==> src/rtl/uart_byte_rx_if.sv <==
// uart_byte_rx_if: byte-side bundle of the 8N1 receiver.
// data_out/data_valid feed the packer; frame_err/rx_busy report status.
interface uart_byte_rx_if;
  logic [7:0] data_out;
  logic       data_valid;
  logic       frame_err;
  logic       rx_busy;

  modport master (
    output data_out,
    output data_valid,
    output frame_err,
    output rx_busy
  );

  modport slave (
    input data_out,
    input data_valid,
    input frame_err,
    input rx_busy
  );
endinterface

==> src/rtl/uart_byte_rx.sv <==
// uart_byte_rx: 8N1 LSB-first serial receiver, one byte + 1-cycle strobe.
// Ports: clk, rst (sync, high), rx (async line), out (byte/status bundle).
module uart_byte_rx #(
  parameter int CLKS_PER_BIT = 868
) (
  input  logic           clk,
  input  logic           rst,
  input  logic           rx,
  uart_byte_rx_if.master out
);

  localparam int CW = $clog2(CLKS_PER_BIT);
  localparam logic [CW-1:0] BIT_LAST  = CW'(CLKS_PER_BIT - 1);
  localparam logic [CW-1:0] HALF_LAST = CW'(CLKS_PER_BIT / 2 - 1);

  typedef enum logic [2:0] {
    WAIT_IDLE,
    IDLE,
    START,
    DATA,
    STOP
  } state_t;

  state_t        state;
  state_t        state_nx;
  logic          rx_m;
  logic          rx_s;
  logic [1:0]    settle;
  logic          synced;
  logic [CW-1:0] cnt;
  logic [CW-1:0] cnt_nx;
  logic [2:0]    idx;
  logic [2:0]    idx_nx;
  logic [7:0]    shreg;
  logic [7:0]    shreg_nx;
  logic [7:0]    dout;
  logic [7:0]    dout_nx;
  logic          dv;
  logic          dv_nx;
  logic          fe;
  logic          fe_nx;

  // The sync flops reset high, so for two cycles after reset rx_s
  // is not the real line. settle gates WAIT_IDLE until it is, so a
  // line held low across reset is never taken for idle.
  assign synced = (settle == 2'd2);

  always_ff @(posedge clk) begin
    if (rst) begin
      rx_m   <= 1'b1;
      rx_s   <= 1'b1;
      settle <= 2'd0;
    end else begin
      rx_m <= rx;
      rx_s <= rx_m;
      if (!synced) begin
        settle <= settle + 2'd1;
      end
    end
  end

  always_ff @(posedge clk) begin
    if (rst) begin
      state <= WAIT_IDLE;
      cnt   <= '0;
      idx   <= 3'd0;
      shreg <= 8'h00;
      dout  <= 8'h00;
      dv    <= 1'b0;
      fe    <= 1'b0;
    end else begin
      state <= state_nx;
      cnt   <= cnt_nx;
      idx   <= idx_nx;
      shreg <= shreg_nx;
      dout  <= dout_nx;
      dv    <= dv_nx;
      fe    <= fe_nx;
    end
  end

  always_comb begin
    state_nx = state;
    cnt_nx   = cnt + {{(CW-1){1'b0}}, 1'b1};
    idx_nx   = idx;
    shreg_nx = shreg;
    dout_nx  = dout;
    dv_nx    = 1'b0;
    fe_nx    = 1'b0;
    unique case (state)
      WAIT_IDLE: begin
        cnt_nx = '0;
        if (synced && rx_s) begin
          state_nx = IDLE;
        end
      end
      IDLE: begin
        cnt_nx = '0;
        if (!rx_s) begin
          state_nx = START;
        end
      end
      START: begin
        // Mid start bit: still low means a real frame.
        if (cnt == HALF_LAST) begin
          cnt_nx   = '0;
          idx_nx   = 3'd0;
          state_nx = rx_s ? IDLE : DATA;
        end
      end
      DATA: begin
        if (cnt == BIT_LAST) begin
          cnt_nx   = '0;
          shreg_nx = {rx_s, shreg[7:1]};
          idx_nx   = idx + 3'd1;
          if (idx == 3'd7) begin
            state_nx = STOP;
          end
        end
      end
      STOP: begin
        if (cnt == BIT_LAST) begin
          cnt_nx = '0;
          if (rx_s) begin
            dout_nx  = shreg;
            dv_nx    = 1'b1;
            state_nx = IDLE;
          end else begin
            // Line may still be low (break); wait for idle.
            fe_nx    = 1'b1;
            state_nx = WAIT_IDLE;
          end
        end
      end
      default: begin
        state_nx = WAIT_IDLE;
      end
    endcase
  end

  assign out.data_out   = dout;
  assign out.data_valid = dv;
  assign out.frame_err  = fe;
  assign out.rx_busy    = (state == START) ||
                          (state == DATA)  ||
                          (state == STOP);

endmodule
==> src/flat_wrapper.sv <==
// flat-port wrapper written by rule: the top's interface ports become plain ports
module uart_byte_rx_flat 
#(
  parameter int CLKS_PER_BIT = 868
)
  (clk, rst, rx, out_data_out, out_data_valid, out_frame_err, out_rx_busy);
  uart_byte_rx_if out_i ();
  input  logic clk;
  input  logic rst;
  input  logic rx;
  output wire logic [$bits(out_i.data_out)-1:0] out_data_out;
  output wire logic [$bits(out_i.data_valid)-1:0] out_data_valid;
  output wire logic [$bits(out_i.frame_err)-1:0] out_frame_err;
  output wire logic [$bits(out_i.rx_busy)-1:0] out_rx_busy;
  assign out_data_out = out_i.data_out;
  assign out_data_valid = out_i.data_valid;
  assign out_frame_err = out_i.frame_err;
  assign out_rx_busy = out_i.rx_busy;
  uart_byte_rx #(.CLKS_PER_BIT(CLKS_PER_BIT)) u_core (.clk(clk), .rst(rst), .rx(rx), .out(out_i));
endmodule
==> config.mk <==
export PLATFORM = sky130hd
export DESIGN_NAME = uart_byte_rx_flat
export DESIGN_NICKNAME = d
export VERILOG_FILES = /design/src/rtl/uart_byte_rx_if.sv /design/src/rtl/uart_byte_rx.sv /design/src/flat_wrapper.sv
export SDC_FILE = /design/constraint.sdc
export NUM_CORES = 1
export LEC_CHECK = 0
export CAP_MARGIN = 20
export CELL_PAD_IN_SITES_DETAIL_PLACEMENT = 0
export CELL_PAD_IN_SITES_GLOBAL_PLACEMENT = 1
export CORE_ASPECT_RATIO = 1.1
export CORE_MARGIN = 4
export CORE_UTILIZATION = 43
export DETAILED_ROUTE_END_ITERATION = 16
export HOLD_SLACK_MARGIN = 0.08
export PLACE_DENSITY = 0.75
export SYNTH_ARGS = -nofsm -noshare
export SYNTH_HDL_FRONTEND = slang
export SYNTH_SLANG_ARGS = --single-unit
==> constraint.sdc <==
create_clock -name clk -period 2.2 [get_ports clk]
set_input_delay 0.22 -clock clk [delete_from_list [all_inputs] [get_ports clk]]
set_output_delay 0.22 -clock clk [all_outputs]
set_load 0.1 [all_outputs]
==> impl_metrics.json <==
{
  "tns_ns": 0,
  "cp-end-kind": "register",
  "r2r-end": "u_core.shreg[0]",
  "root_buffer": "clkbuf_8",
  "cap_violations": 0,
  "drt_wl_total_um": 3090,
  "synth_edf_count": 0,
  "fillers": 393,
  "period_minus_slack_ns": 1.89,
  "synth_commonest_cells": "dfxtp_1, nor2_1, nand2_1",
  "post_cts_resized": 0,
  "maxSlewHeadroom_pct": 74.8,
  "multi_input_comb_area_um2": 801,
  "clock.fmax_mhz": 528,
  "final_max_slew_viol_count": 0,
  "gr-usage-all-layers_pct": 14.7,
  "clk_pin_slew_ns": 0.08,
  "synth.most_common_cell": "dfxtp_1",
  "synth_xor_area_share_pct": 4.22,
  "htree_num_levels": 2,
  "seq_area_um2": 761,
  "n_antenna_cell": 0,
  "synth_top_family_by_area": "simple AND/OR/NAND/NOR gates",
  "firstDrtPassIters": 4,
  "coreArea_um2": 3680,
  "syn-cell-area_um2": 1660,
  "yosys_register_bits": 38,
  "io_buffers": 13,
  "first_iter_violations": 32,
  "finalHoldViolCount": 0,
  "rows": 23,
  "cellLeakagePower_uw": 0.000686,
  "die_area_um2": 4920,
  "syn_to_final_growth_pct": 13.4,
  "grt_pass1_wl_um": 5420,
  "reg2reg_slack_ns": 0.31,
  "start_util_pct": 45.1,
  "whs_path_depth": 1,
  "wl_per_cell_um": 12.5,
  "viasPerCell": 5.09,
  "hold_path_end": "u_core.rx_s",
  "crit_fanout": 12,
  "vias": 1263,
  "cts_tree": "yes",
  "holdCritStartpoint": "u_core.rx_m",
  "synth_adder_area_share_pct": 3.77,
  "vdd_ir_drop_max_mv": 0.333,
  "hp-class": "reg2reg",
  "postCtsHoldBufs": 0,
  "clkLatencyLatePin_ns": 0.29,
  "cts_buffers": 5,
  "status": "finished, final reports clean",
  "powerDensity_nw_per_um2": 760,
  "synthTopCellsByArea": "dfxtp_1, nor2_1, mux2i_1",
  "syn_area_per_cell_um2": 9.12,
  "worstRegToRegCells": 6,
  "setup_viol_count_final": 0,
  "path_class": "reg2reg",
  "yosys.area.top_type": "dfxtp_1",
  "synth_compound_area_share_pct": 9.95,
  "rsz0062_at_grt": "false",
  "fp.dieH_um": 73.2,
  "io_pins": 14,
  "finalCritPeriodShare_pct": 86.0,
  "tightest_slew_ns": 0.378,
  "yosysUniqueCellTypes": 39,
  "yosys_warnings": 0,
  "required_ns": 2.38,
  "reg2reg_from": "u_core.cnt[8]",
  "synthesis.nets": 190,
  "post-cts-setup-buffer-count": 0,
  "synth_top_area_share_pct": 45.8,
  "synthFlopType": "dfxtp_1",
  "hpwl_um": 2190,
  "place_congestion": 0.734,
  "yosys.area_share.simple_pct": 24.9,
  "arrival_ns": 2.07,
  "final_util_pct": 51.1,
  "grt.overflow.total": 0,
  "ant_nets": 0,
  "muxShareOfSynthArea_pct": 5.43,
  "antenna_found_initial": 0,
  "fin_nets": 205,
  "fin_skew_ns": 0.00564,
  "drc": 0,
  "cts.path.max_buffers": 2,
  "yosysSeqAreaShare_pct": 45.8,
  "grt_max_degree": 29,
  "fp.dieW_um": 67.2,
  "grt_pass1_vias": 1228,
  "drive_gt1_share_pct": 17.7,
  "async_flop_share_pct": 0,
  "setup.worst_path.start_class": "register",
  "clock_sinks": 38,
  "synth_cells": 182
}
==> how the worst max path moves through the flow <==
| stage | end | cells past startpoint | start |
|---|---|---|---|
| floorplan | u_core.shreg[0] | 7 | u_core.cnt[8] |
| global placement | u_core.shreg[3] | 6 | u_core.cnt[8] |
| detailed placement | u_core.shreg[6] | 6 | u_core.cnt[8] |
| CTS | u_core.shreg[0] | 6 | u_core.cnt[8] |
| global route | u_core.shreg[0] | 7 | u_core.cnt[0] |
| finish | u_core.shreg[0] | 6 | u_core.cnt[8] |
==> stage by stage <==
| stage | hold slack (ns) | power (µW) | instances | setup slack [ns] | cell area [µm²] |
|---|---|---|---|---|---|
| floorplan | 0.324 | 912 | 182 | 0.469 | 1660 |
| global route | 0.439 | 1520 | 248 | 0.145 | 1880 |
| finish | 0.410 | 1430 | 248 | 0.308 | 1880 |
| detailed placement | 0.396 | 949 | 240 | 0.325 | 1790 |
| global placement | 0.394 | 938 | 240 | 0.360 | 1790 |
| CTS | 0.412 | 1450 | 248 | 0.308 | 1880 |
==> routing by layer <==
layer / vias to the layer above / track usage [%] / wire [µm]
li1: 651 / - / -
met1: 593 / 16.8 / 1370
met2: 12 / 25.1 / 1580
met3: 7 / 4.78 / 100
met4: 0 / 5.41 / 46
met5: - / 0 / 0
==> cell type report <==
cell class	instances	share of cell area [%]
timing repair buffer	18	8.11
sequential	38	40.4
clock buffer	6	4.39
clock inverter	2	0.664
inverter	3	0.598
multi-input combinational	131	42.5
tap	50	3.32
==> logic make-up (layout without fill, tap and decap cells) <==
| kind of cell | count (synthesis) | in the layout |
|---|---|---|
| and+or+nand+nor | 81 | 81 |
| DFF | 38 | 38 |
| AOI/OAI and AO/OA | 28 | 28 |
| buffers and inverters | 13 | 29 |
| muxes | 9 | 9 |
| xor gates and xnor gates | 8 | 8 |
| adders and majority gates | 5 | 5 |
==> worst max-delay path, stage by stage (launching register included) <==
cell and delay [ns]:
dfxtp_1 0.41, or3b_4 0.42, nor3_4 0.28, and3_1 0.19, buf_4 0.21, mux2i_1 0.22, nor2_1 0.06
==> where the power goes <==
group / internal, µW / switching, µW
sequential: 718 / 40.1
combinational: 77.1 / 98.6
clock: 252 / 246
==> registers in the layout, summed over array words and instances, names as in the netlist <==
name	flops
u_core.cnt	10
u_core.out.data_out	8
u_core.shreg	8
u_core.idx	3
u_core.state	3
u_core.settle	2
u_core.out.data_valid	1
u_core.out.frame_err	1
u_core.rx_m	1
u_core.rx_s	1
==> placed cells by master (no fill, tap or decap), types with 2 or more instances in the layout <==
| cell type | n |
|---|---|
| nand2_1 | 22 |
| nor2_1 | 31 |
| clkbuf_8 | 6 |
| o21ai_0 | 3 |
| a22oi_1 | 2 |
| o211ai_1 | 2 |
| mux2i_1 | 9 |
| nand2b_1 | 2 |
| or3_1 | 2 |
| or2_2 | 3 |
| and3_2 | 2 |
| nand3_1 | 4 |
| nand4_1 | 2 |
| and2b_2 | 2 |
| buf_4 | 15 |
| xor2_1 | 5 |
| ha_1 | 5 |
| inv_1 | 3 |
| a21oi_1 | 15 |
| nor3_1 | 2 |
| nor3b_1 | 2 |
| dfxtp_1 | 38 |
| xnor2_1 | 3 |
| clkdlybuf4s50_1 | 2 |
No activity file was read; power rests on OpenSTA's default activity.
